<file path="config.mk">
export PLATFORM = sky130hd
export DESIGN_NAME = mem_access_ctrl
export DESIGN_NICKNAME = d
export VERILOG_FILES = /design/src/rtl/mem_access_ctrl.sv
export SDC_FILE = /design/constraint.sdc
export NUM_CORES = 1
export LEC_CHECK = 0
export ABC_AREA = 1
export CAP_MARGIN = 0
export CORE_MARGIN = 2
export CORE_UTILIZATION = 53
export CTS_CLUSTER_DIAMETER = 120
export CTS_CLUSTER_SIZE = 14
export DETAILED_ROUTE_END_ITERATION = 7
export GPL_ROUTABILITY_DRIVEN = 0
export PLACE_DENSITY = 0.87
export SYNTH_ARGS = -nofsm -noshare
export SYNTH_HDL_FRONTEND = slang
export SYNTH_SLANG_ARGS = --single-unit
</file>
<file path="constraint.sdc">
create_clock -name Clk -period 5.05 [get_ports Clk]
set_input_delay 1.2625 -clock Clk [delete_from_list [all_inputs] [get_ports Clk]]
set_output_delay 1.2625 -clock Clk [all_outputs]
set_load 0.05 [all_outputs]
</file>
<file path="src/rtl/mem_access_ctrl.sv">
// Initiator-side controller for a byte-addressed RAM port: sized single requests,
// doublewords split into two word beats, extended read results, and error responses.
module mem_access_ctrl #(
   parameter int ADDR_W  = 7,
   parameter int TIMEOUT = 15
) (
   input  logic              Clk,
   input  logic              Reset,
   input  logic              ReqValid,
   output logic              ReqReady,
   input  logic              ReqWrite,
   input  logic [1:0]        ReqSize,
   input  logic              ReqSigned,
   input  logic [ADDR_W-1:0] ReqAddr,
   input  logic [63:0]       ReqWData,
   output logic              RspValid,
   output logic [63:0]       RspRData,
   output logic              RspError,
   output logic              MemEnable,
   output logic              MemReadWrite,
   output logic [ADDR_W-1:0] MemAddress,
   output logic [31:0]       MemDataIn,
   output logic [1:0]        MemOpCode,
   input  logic [31:0]       MemDataOut,
   input  logic              MemMOC
);

   localparam int CNT_W = $clog2(TIMEOUT) + 1;

   localparam logic [1:0] SIZE_BYTE = 2'b00;
   localparam logic [1:0] SIZE_HALF = 2'b01;
   localparam logic [1:0] SIZE_WORD = 2'b10;
   localparam logic [1:0] SIZE_DW   = 2'b11;

   typedef enum logic [1:0] {
      IDLE,
      ACCESS,
      GAP,
      RESP
   } state_t;

   state_t              state_q, state_d;
   logic                req_ready_q, req_ready_d;
   logic                rsp_valid_q, rsp_valid_d;
   logic [63:0]         rsp_rdata_q, rsp_rdata_d;
   logic                rsp_error_q, rsp_error_d;
   logic                mem_enable_q, mem_enable_d;
   logic                mem_read_write_q, mem_read_write_d;
   logic [ADDR_W-1:0]   mem_address_q, mem_address_d;
   logic [31:0]         mem_data_in_q, mem_data_in_d;
   logic [1:0]          mem_op_code_q, mem_op_code_d;
   logic [CNT_W-1:0]    cnt_q, cnt_d;
   logic [1:0]          size_q, size_d;
   logic                signed_q, signed_d;
   logic                write_q, write_d;
   logic [31:0]         wdata_lo_q, wdata_lo_d;
   logic [31:0]         beat0_q, beat0_d;
   logic                second_q, second_d;
   logic                misaligned;

   function automatic logic [63:0] extend_read(input logic [1:0] size,
                                               input logic sgn,
                                               input logic [31:0] d);
      logic [63:0] r;
      case (size)
         SIZE_BYTE: r = sgn ? {{56{d[7]}}, d[7:0]}   : {56'h0, d[7:0]};
         SIZE_HALF: r = sgn ? {{48{d[15]}}, d[15:0]} : {48'h0, d[15:0]};
         default:   r = sgn ? {{32{d[31]}}, d}       : {32'h0, d};
      endcase
      return r;
   endfunction

   // First (or only) beat of write data, right-justified into the RAM data bus.
   function automatic logic [31:0] first_beat(input logic [1:0] size,
                                              input logic [63:0] wdata);
      logic [31:0] r;
      case (size)
         SIZE_BYTE: r = {24'h0, wdata[7:0]};
         SIZE_HALF: r = {16'h0, wdata[15:0]};
         SIZE_WORD: r = wdata[31:0];
         default:   r = wdata[63:32];
      endcase
      return r;
   endfunction

   always_comb begin
      case (ReqSize)
         SIZE_HALF: misaligned = ReqAddr[0];
         SIZE_WORD: misaligned = |ReqAddr[1:0];
         SIZE_DW:   misaligned = |ReqAddr[2:0];
         default:   misaligned = 1'b0;
      endcase
   end

   // Next-state and next-output logic; every output is registered below.
   always_comb begin
      state_d          = state_q;
      req_ready_d      = req_ready_q;
      rsp_valid_d      = 1'b0;
      rsp_rdata_d      = rsp_rdata_q;
      rsp_error_d      = rsp_error_q;
      mem_enable_d     = mem_enable_q;
      mem_read_write_d = mem_read_write_q;
      mem_address_d    = mem_address_q;
      mem_data_in_d    = mem_data_in_q;
      mem_op_code_d    = mem_op_code_q;
      cnt_d            = cnt_q;
      size_d           = size_q;
      signed_d         = signed_q;
      write_d          = write_q;
      wdata_lo_d       = wdata_lo_q;
      beat0_d          = beat0_q;
      second_d         = second_q;

      case (state_q)
         IDLE: begin
            if (ReqValid && req_ready_q) begin
               req_ready_d = 1'b0;
               size_d      = ReqSize;
               signed_d    = ReqSigned;
               write_d     = ReqWrite;
               wdata_lo_d  = ReqWData[31:0];
               second_d    = 1'b0;
               if (misaligned) begin
                  state_d     = RESP;
                  rsp_valid_d = 1'b1;
                  rsp_error_d = 1'b1;
                  rsp_rdata_d = 64'h0;
               end else begin
                  state_d          = ACCESS;
                  mem_enable_d     = 1'b1;
                  mem_read_write_d = ~ReqWrite;
                  mem_address_d    = ReqAddr;
                  mem_op_code_d    = (ReqSize == SIZE_DW) ? SIZE_WORD : ReqSize;
                  mem_data_in_d    = first_beat(ReqSize, ReqWData);
                  cnt_d            = '0;
               end
            end
         end

         ACCESS: begin
            if (MemMOC) begin
               mem_enable_d = 1'b0;
               if (size_q == SIZE_DW && !second_q) begin
                  state_d       = GAP;
                  beat0_d       = MemDataOut;
                  mem_address_d = mem_address_q + ADDR_W'(4);
                  mem_data_in_d = wdata_lo_q;
               end else begin
                  state_d     = RESP;
                  rsp_valid_d = 1'b1;
                  rsp_error_d = 1'b0;
                  if (write_q)
                     rsp_rdata_d = 64'h0;
                  else if (size_q == SIZE_DW)
                     rsp_rdata_d = {beat0_q, MemDataOut};
                  else
                     rsp_rdata_d = extend_read(size_q, signed_q, MemDataOut);
               end
            end else if (cnt_q == CNT_W'(TIMEOUT - 1)) begin
               state_d      = RESP;
               mem_enable_d = 1'b0;
               rsp_valid_d  = 1'b1;
               rsp_error_d  = 1'b1;
               rsp_rdata_d  = 64'h0;
            end else begin
               cnt_d = cnt_q + CNT_W'(1);
            end
         end

         GAP: begin
            state_d      = ACCESS;
            mem_enable_d = 1'b1;
            cnt_d        = '0;
            second_d     = 1'b1;
         end

         default: begin
            state_d     = IDLE;
            req_ready_d = 1'b1;
         end
      endcase
   end

   always_ff @(posedge Clk) begin
      if (Reset) begin
         state_q          <= IDLE;
         req_ready_q      <= 1'b1;
         rsp_valid_q      <= 1'b0;
         rsp_rdata_q      <= 64'h0;
         rsp_error_q      <= 1'b0;
         mem_enable_q     <= 1'b0;
         mem_read_write_q <= 1'b1;
         mem_address_q    <= '0;
         mem_data_in_q    <= 32'h0;
         mem_op_code_q    <= 2'b00;
         cnt_q            <= '0;
         size_q           <= 2'b00;
         signed_q         <= 1'b0;
         write_q          <= 1'b0;
         wdata_lo_q       <= 32'h0;
         beat0_q          <= 32'h0;
         second_q         <= 1'b0;
      end else begin
         state_q          <= state_d;
         req_ready_q      <= req_ready_d;
         rsp_valid_q      <= rsp_valid_d;
         rsp_rdata_q      <= rsp_rdata_d;
         rsp_error_q      <= rsp_error_d;
         mem_enable_q     <= mem_enable_d;
         mem_read_write_q <= mem_read_write_d;
         mem_address_q    <= mem_address_d;
         mem_data_in_q    <= mem_data_in_d;
         mem_op_code_q    <= mem_op_code_d;
         cnt_q            <= cnt_d;
         size_q           <= size_d;
         signed_q         <= signed_d;
         write_q          <= write_d;
         wdata_lo_q       <= wdata_lo_d;
         beat0_q          <= beat0_d;
         second_q         <= second_d;
      end
   end

   assign ReqReady     = req_ready_q;
   assign RspValid     = rsp_valid_q;
   assign RspRData     = rsp_rdata_q;
   assign RspError     = rsp_error_q;
   assign MemEnable    = mem_enable_q;
   assign MemReadWrite = mem_read_write_q;
   assign MemAddress   = mem_address_q;
   assign MemDataIn    = mem_data_in_q;
   assign MemOpCode    = mem_op_code_q;

endmodule
</file>
==> metrics.txt, run 1 <==
capturing element type of the critical path=register; Syn Inst Count=about 1300; leakage power of the design=about 4.8 nW; slew at the pin closest to its max-slew limit=0.974 ns; synthesized cell area=8850 um^2; standard cell core area=16500 um^2; post-detailed-placement half-perimeter wirelength=16.6 mm; floorplan die area=17800 um^2; worst min path class=register to register; type of the setup path with the least slack=input port to register; number of setup buffers added after CTS=0; worst ir drop on vdd=just over 0.3 mV; count of instances resized after the clock tree is built=0; period utilization=between 60% and 70%; syn avg cell area=6.66 um^2; clock network latency to the later pin of the worst-skew pair=0.43 ns; result of the run=finished clean; wire length of the first global-routing pass=around 40 mm; data arrival at the endpoint of the critical path=3.60 ns; overall overflow remaining after global route=0; share of synthesized area occupied by flip-flops and latches=42.1%; slowest library cell on the worst path=sky130_fd_sc_hd__clkdlybuf4s50_1; critical path data required time=5.37 ns; net count after synthesis=between 1000 and 1500; via count of the first global-routing pass=8191; Max-cap violations=0; number of library cell types mapped by synthesis=33; top cell type's share of synthesized area=42.1%; H-Tree Depth=4; fraction of final layout cells with drive strength greater than 1=4.54%; number of ports placed on the die boundary=between 200 and 250; post-synth top area cell=sky130_fd_sc_hd__dfxtp_1; antenna diode instance count=0; average wire per cell in the routed design=14.5 um; delay of the slowest cell on the worst path=~0.54 ns; TritonCTS clock tree=done; areal power density over the cells=602 nW/um^2; iteration count of the initial detailed-routing pass=5; number of I/O port buffers=between 200 and 250; vias after detailed routing=9194; clock-pin slew on the worst setup and hold paths=0.07 ns; series of cell instances along the critical path=clkdlybuf4s50_1, inv_4, nand2_2, nand2_1, nand2_2, o21bai_4, nand2_4, nor2_1, nor2_1; cell area reported after detailed placement=between 10000 and 15000 um^2; Layout area overhead=31.0%; Rel. slew slack=35.0%; area of all placed cells without fillers=11600 um^2; pin count of the biggest net entering global routing=97; Yosys Warn Count=0; Fmax=305 MHz; DR vias/cell=5.35; Std-Cell Rows=47; setup repair after global routing missed its margin=false; critical path launch point type=input port; Fin Hold WS=roughly 0.45 ns; Hold Fails Final Rpt=0; total routing resource utilization after global routing=27.6%; clock buffer count from CTS=17; die width=133 um; pins over their slew limit=0; Iter 0 DRT Violations=between 600 and 700; largest cells by area after synthesis=sky130_fd_sc_hd__dfxtp_1, sky130_fd_sc_hd__nand2_1, sky130_fd_sc_hd__nor2_1; Clock Tree Buf Depth=2; number of nets at the end of the flow=about 1600; critical path peak fanout=between 40 and 50; antenna violations before repair=0; sinks on the clock net=186; power after layout=between 0.006 and 0.007 W; DRC violations left=0; Worst Clk Skew=0.00634 ns; number of storage elements in the synthesis netlist=186; Final setup viols=0; cell chosen for the clock root=sky130_fd_sc_hd__clkbuf_16; wire length after detailed routing=between 20 and 25 mm; Vert. Die Dim=~130 um; number of nets still failing antenna checks after routing=0; quantity of hold-fixing buffers added after cts=0; shortest period the worst path allows=3.28 ns; setup TNS after final layout=0 ns; Starting Density=53.8%
==> critical path, delay by kind of cell <==
kind | cells | cell delay [ns]
and+or+nand+nor | 6 | 1.05
buffers and inverters | 2 | 0.83
AOI/OAI and AO/OA | 1 | 0.44
==> sequential cells by signal, indices dropped and copies added (netlist names) <==
name / cells
wdata_lo_q: 32
RspValid: 1
cnt_q: 5
RspRData: 64
MemOpCode: 2
MemReadWrite: 1
MemDataIn: 32
state_q: 2
size_q: 2
second_q: 1
beat0_q: 32
RspError: 1
signed_q: 1
write_q: 1
MemAddress: 7
ReqReady: 1
MemEnable: 1
==> synthesized netlist by cell type <==
library cell,number
sky130_fd_sc_hd__nor2_2,1
sky130_fd_sc_hd__a21oi_1,88
sky130_fd_sc_hd__buf_2,24
sky130_fd_sc_hd__o21bai_4,1
sky130_fd_sc_hd__or2_2,1
sky130_fd_sc_hd__mux2i_1,1
sky130_fd_sc_hd__dfxtp_1,186
sky130_fd_sc_hd__o21ai_0,106
sky130_fd_sc_hd__o211ai_1,16
sky130_fd_sc_hd__clkbuf_1,47
sky130_fd_sc_hd__nand4_1,36
sky130_fd_sc_hd__clkinv_1,1
sky130_fd_sc_hd__o21bai_1,10
sky130_fd_sc_hd__nand2_4,1
sky130_fd_sc_hd__inv_2,2
sky130_fd_sc_hd__a31oi_1,8
sky130_fd_sc_hd__nor2_4,1
sky130_fd_sc_hd__a21oi_2,1
sky130_fd_sc_hd__nand3_1,94
sky130_fd_sc_hd__xnor2_1,1
sky130_fd_sc_hd__nand2_1,334
sky130_fd_sc_hd__buf_4,17
sky130_fd_sc_hd__inv_1,100
sky130_fd_sc_hd__buf_1,8
sky130_fd_sc_hd__buf_6,4
sky130_fd_sc_hd__nor2_1,223
sky130_fd_sc_hd__xor2_1,1
sky130_fd_sc_hd__ha_1,7
sky130_fd_sc_hd__nor3_1,1
sky130_fd_sc_hd__inv_4,2
sky130_fd_sc_hd__and3_1,1
sky130_fd_sc_hd__nand2_2,3
sky130_fd_sc_hd__nand3_2,2
==> routing by layer <==
layer | routed length (um) | share of wire, % | track usage [%] | up-vias
li1 | - | - | - | 4562
met1 | 10600 | 43 | 35.9 | 4155
met2 | 11700 | 47 | 44.8 | 420
met3 | 1960 | 7.9 | 5.21 | 57
met4 | 737 | 3.0 | 12.6 | 0
met5 | 0 | 0 | 0 | -
==> worst paths after layout <==
check	from	endpoint	slack, ns	cells after the start
setup / recovery	ReqSize[0]	MemDataIn[7]	1.77	9
hold / removal	wdata_lo_q[20]	wdata_lo_q[20]	0.45	2
setup reg to reg	size_q[0]	MemDataIn[7]	2.06	7
hold reg to reg	wdata_lo_q[20]	wdata_lo_q[20]	0.45	2
==> cell families after synthesis <==
| group | Yosys count | share of synthesized area (%) |
|---|---|---|
| flops | 186 | 42.1 |
| xor+xnor | 2 | 0.198 |
| compound gates | 230 | 14.0 |
| mux | 1 | 0.113 |
| buf+inv | 205 | 10.1 |
| fa+ha+maj | 7 | 0.989 |
| simple gates | 698 | 32.4 |
==> where the power goes <==
part           total (W)  switching (W)  internal (W)  leakage, nW
registers        0.00205       0.000221       0.00183         1.52
clock network    0.00140       0.000588      0.000811        0.302
logic            0.00353        0.00242       0.00111         2.97
total            0.00698        0.00323       0.00375         4.79
==> layout make-up <==
type                    instances  area [um^2]
inverters                     105          402
repair buffers                237         2340
multi-input cells             938         4240
fillers                      1385         4870
flip-flops and latches        186         3720
clock buffers                  19          453
well taps                     220          275
clock inverters                12          163
==> layout by cell type (no fill, tap or decap), drive strengths merged, types with 3 or more instances in the layout <==
cell,synthesis,final
a21oi,89,89
a31oi,8,8
buf,53,18
bufinv,0,3
clkbuf,47,19
clkdlybuf4s50,0,219
clkinv,1,5
dfxtp,186,186
ha,7,7
inv,104,108
nand2,338,338
nand3,96,96
nand4,36,36
nor2,225,225
o211ai,16,16
o21ai,106,106
o21bai,11,11
==> stage by stage <==
stage	worst slack (ns)	instances	util [%]
floorplan	2.61	1329	-
global placement	1.50	1686	66.7
detailed placement	1.38	1686	66.7
CTS	1.82	1717	70.4
global route	1.61	1717	70.4
finish	1.77	1717	70.4
Note: power is estimated with default switching activity, not from simulation.
==> inputs of run 2 (changes only) <==
Settings changed: CORE_UTILIZATION 53 to 50, PLACE_DENSITY 0.87 to 0.83.
Clock period 5.05 ns to 3.15 ns, I/O delays scaled along.
==> metrics.txt, run 2 (same netlist as run 1, synthesis figures left out) <==
result of the run=finished clean; Buf/Inv on CP=1 (-1); clock network latency to the later pin of the worst-skew pair=0.45 ns (+0.02 ns); vias after detailed routing=9197 (+0.033%); Clock Tree Buf Depth=2 (unchanged); switching power share of the total=47.2% (+0.88 points); Std-Cell Rows=48 (+2.1%); worst ir drop on vdd=0.546 mV (+76%); delay of the slowest cell on the worst path=0.84 ns (+0.30 ns); shortest period the worst path allows=2.49 ns; number of ports placed on the die boundary=221 (unchanged); worst min path class=register to register; pins over their slew limit=0 (unchanged); standard cell core area=17300 um^2 (+5.0%); slew at the pin closest to its max-slew limit=0.584 ns (-0.390 ns); die width=137 um (+2.9%); critical path peak fanout=6 (-87%); Vert. Die Dim=137 um (+2.9%); Sequential cell area=3720 um^2 (unchanged); relative contribution of combinational cells to total power=51.9% (+1.4 points); series of cell instances along the critical path=clkdlybuf4s50_1; sinks on the clock net=186 (unchanged); TritonCTS clock tree=done; Switch Pwr=0.00525 W (+62%); clock buffer count from CTS=17 (unchanged); areal power density over the cells=954 nW/um^2 (+58%); setup repair after global routing missed its margin=false; slowest library cell on the worst path=sky130_fd_sc_hd__clkdlybuf4s50_1; count of instances resized after the clock tree is built=0 (unchanged); antenna violations before repair=0 (unchanged); cells on worst reg2reg path=7 (unchanged); overall overflow remaining after global route=0 (unchanged); Reg power frac=29.7% (+0.3 points); total routing resource utilization after global routing=26.4% (-1.2 points); post-detailed-placement half-perimeter wirelength=16.8 mm (+1.3%); share of total power in the clock network=18.4% (-1.6 points); critical path launch point type=register; Layout area overhead=31.9%; iteration count of the initial detailed-routing pass=7 (+2); area used by multi-input combinational logic=4240 um^2 (-0.12%); cell count along the critical path=1 (-8); Starting Density=51.2% (-2.6 points); Fmax=402 MHz; period utilization=between 70% and 80%; number of I/O port buffers=220 (unchanged); clock-pin slew on the worst setup and hold paths=0.07 ns (about the same); Filler Cell Count=1452 (+4.8%); Final setup viols=0 (unchanged); pin count of the biggest net entering global routing=78 (-20%); DRC violations left=0 (unchanged); cell chosen for the clock root=sky130_fd_sc_hd__clkbuf_16; Worst Clk Skew=0.0238 ns (+0.0175 ns); wire length of the first global-routing pass=39.5 mm (-1.6%); via count of the first global-routing pass=8145 (-0.56%); number of nets at the end of the flow=1611 (+0.50%); Max-cap violations=0 (unchanged); critical path data required time=2.36 ns (-3.01 ns); Layout Utilization=67.5% (-2.9 points); antenna diode instance count=0 (unchanged); fraction of final layout cells with drive strength greater than 1=5.05% (+0.50 points); CP delay by family, top=buffers and inverters; Rel. slew slack=61.0% (+26 points); floorplan die area=18800 um^2 (+5.8%); quantity of hold-fixing buffers added after cts=0 (unchanged); capturing element type of the critical path=output port; DR vias/cell=5.31 (-0.78%); leakage power of the design=4.81 nW (+0.39%); internal power=0.00588 W (+57%); setup TNS after final layout=0 ns (unchanged); wire length after detailed routing=24.9 mm (-0.25%); number of setup buffers added after CTS=0 (unchanged); data arrival at the endpoint of the critical path=1.70 ns (-1.90 ns); H-Tree Depth=4 (unchanged); most used cells in the layout excluding fill and tap cells=sky130_fd_sc_hd__nand2_1, sky130_fd_sc_hd__nor2_1, sky130_fd_sc_hd__clkdlybuf4s50_1; average wire per cell in the routed design=14.4 um (-1.1%); type of the setup path with the least slack=register to output port; Hold Fails Final Rpt=0 (unchanged); most common library cell in the layout ignoring fill and taps=sky130_fd_sc_hd__nand2_1; number of nets still failing antenna checks after routing=0 (unchanged); number of cells on the worst hold path=2 (unchanged); Iter 0 DRT Violations=724 (+19%); flip-flop count of the largest register, all copies and words added=64 (unchanged)
[run 2: per-stage QoR]
step	instance area (um^2)	power (W)	worst slack (ns)	instances	hold WS, ns
final	11700	0.0111	0.662	1731	0.449
after global placement	11100	0.00896	0.449	1699	0.434
after CTS	11700	0.0111	0.658	1731	0.450
after floorplan	8850	0.00752	1.19	1329	0.425
after global routing	11700	0.0119	0.556	1731	0.472
after detailed placement	11100	0.00909	0.414	1699	0.440
[run 2: path summary, 6_finish.rpt]
path,startpoint,slack [ns],endpoint
hold / removal,wdata_lo_q[21],0.45,wdata_lo_q[21]
setup reg to reg,size_q[1],0.82,RspRData[59]
setup / recovery,MemAddress[4],0.66,MemAddress[4]
hold reg to reg,wdata_lo_q[21],0.45,wdata_lo_q[21]
[run 2: layer usage]
layer  up-vias  track usage, %  part of all wire (%)
li1       4573               -                     -
met1      4194            34.4                    42
met2       380            42.8                    47
met3        50            5.41                   7.4
met4         0            10.4                   2.8
met5         -               0                     0
[run 2: final cells by class]
type	instances	share of cell area, %
Clock buffer	17	3.64
Inverter	105	3.44
Clock inverter	15	1.13
Timing Repair Buffer	245	21.2
Multi-Input combinational cell	938	36.3
Sequential cell	186	31.9
Tap cell	225	2.41
[run 2: power by group through the flow]
stage / sequential [W] / clock (W) / combinational (W)
3_3_place_gp: 0.00333 / 0 / 0.00563
2_1_floorplan: 0.00455 / 0 / 0.00297
3_5_place_dp: 0.00334 / 0 / 0.00575
6_report: 0.00330 / 0.00205 / 0.00578
4_1_cts: 0.00330 / 0.00206 / 0.00577
5_1_grt: 0.00336 / 0.00217 / 0.00634
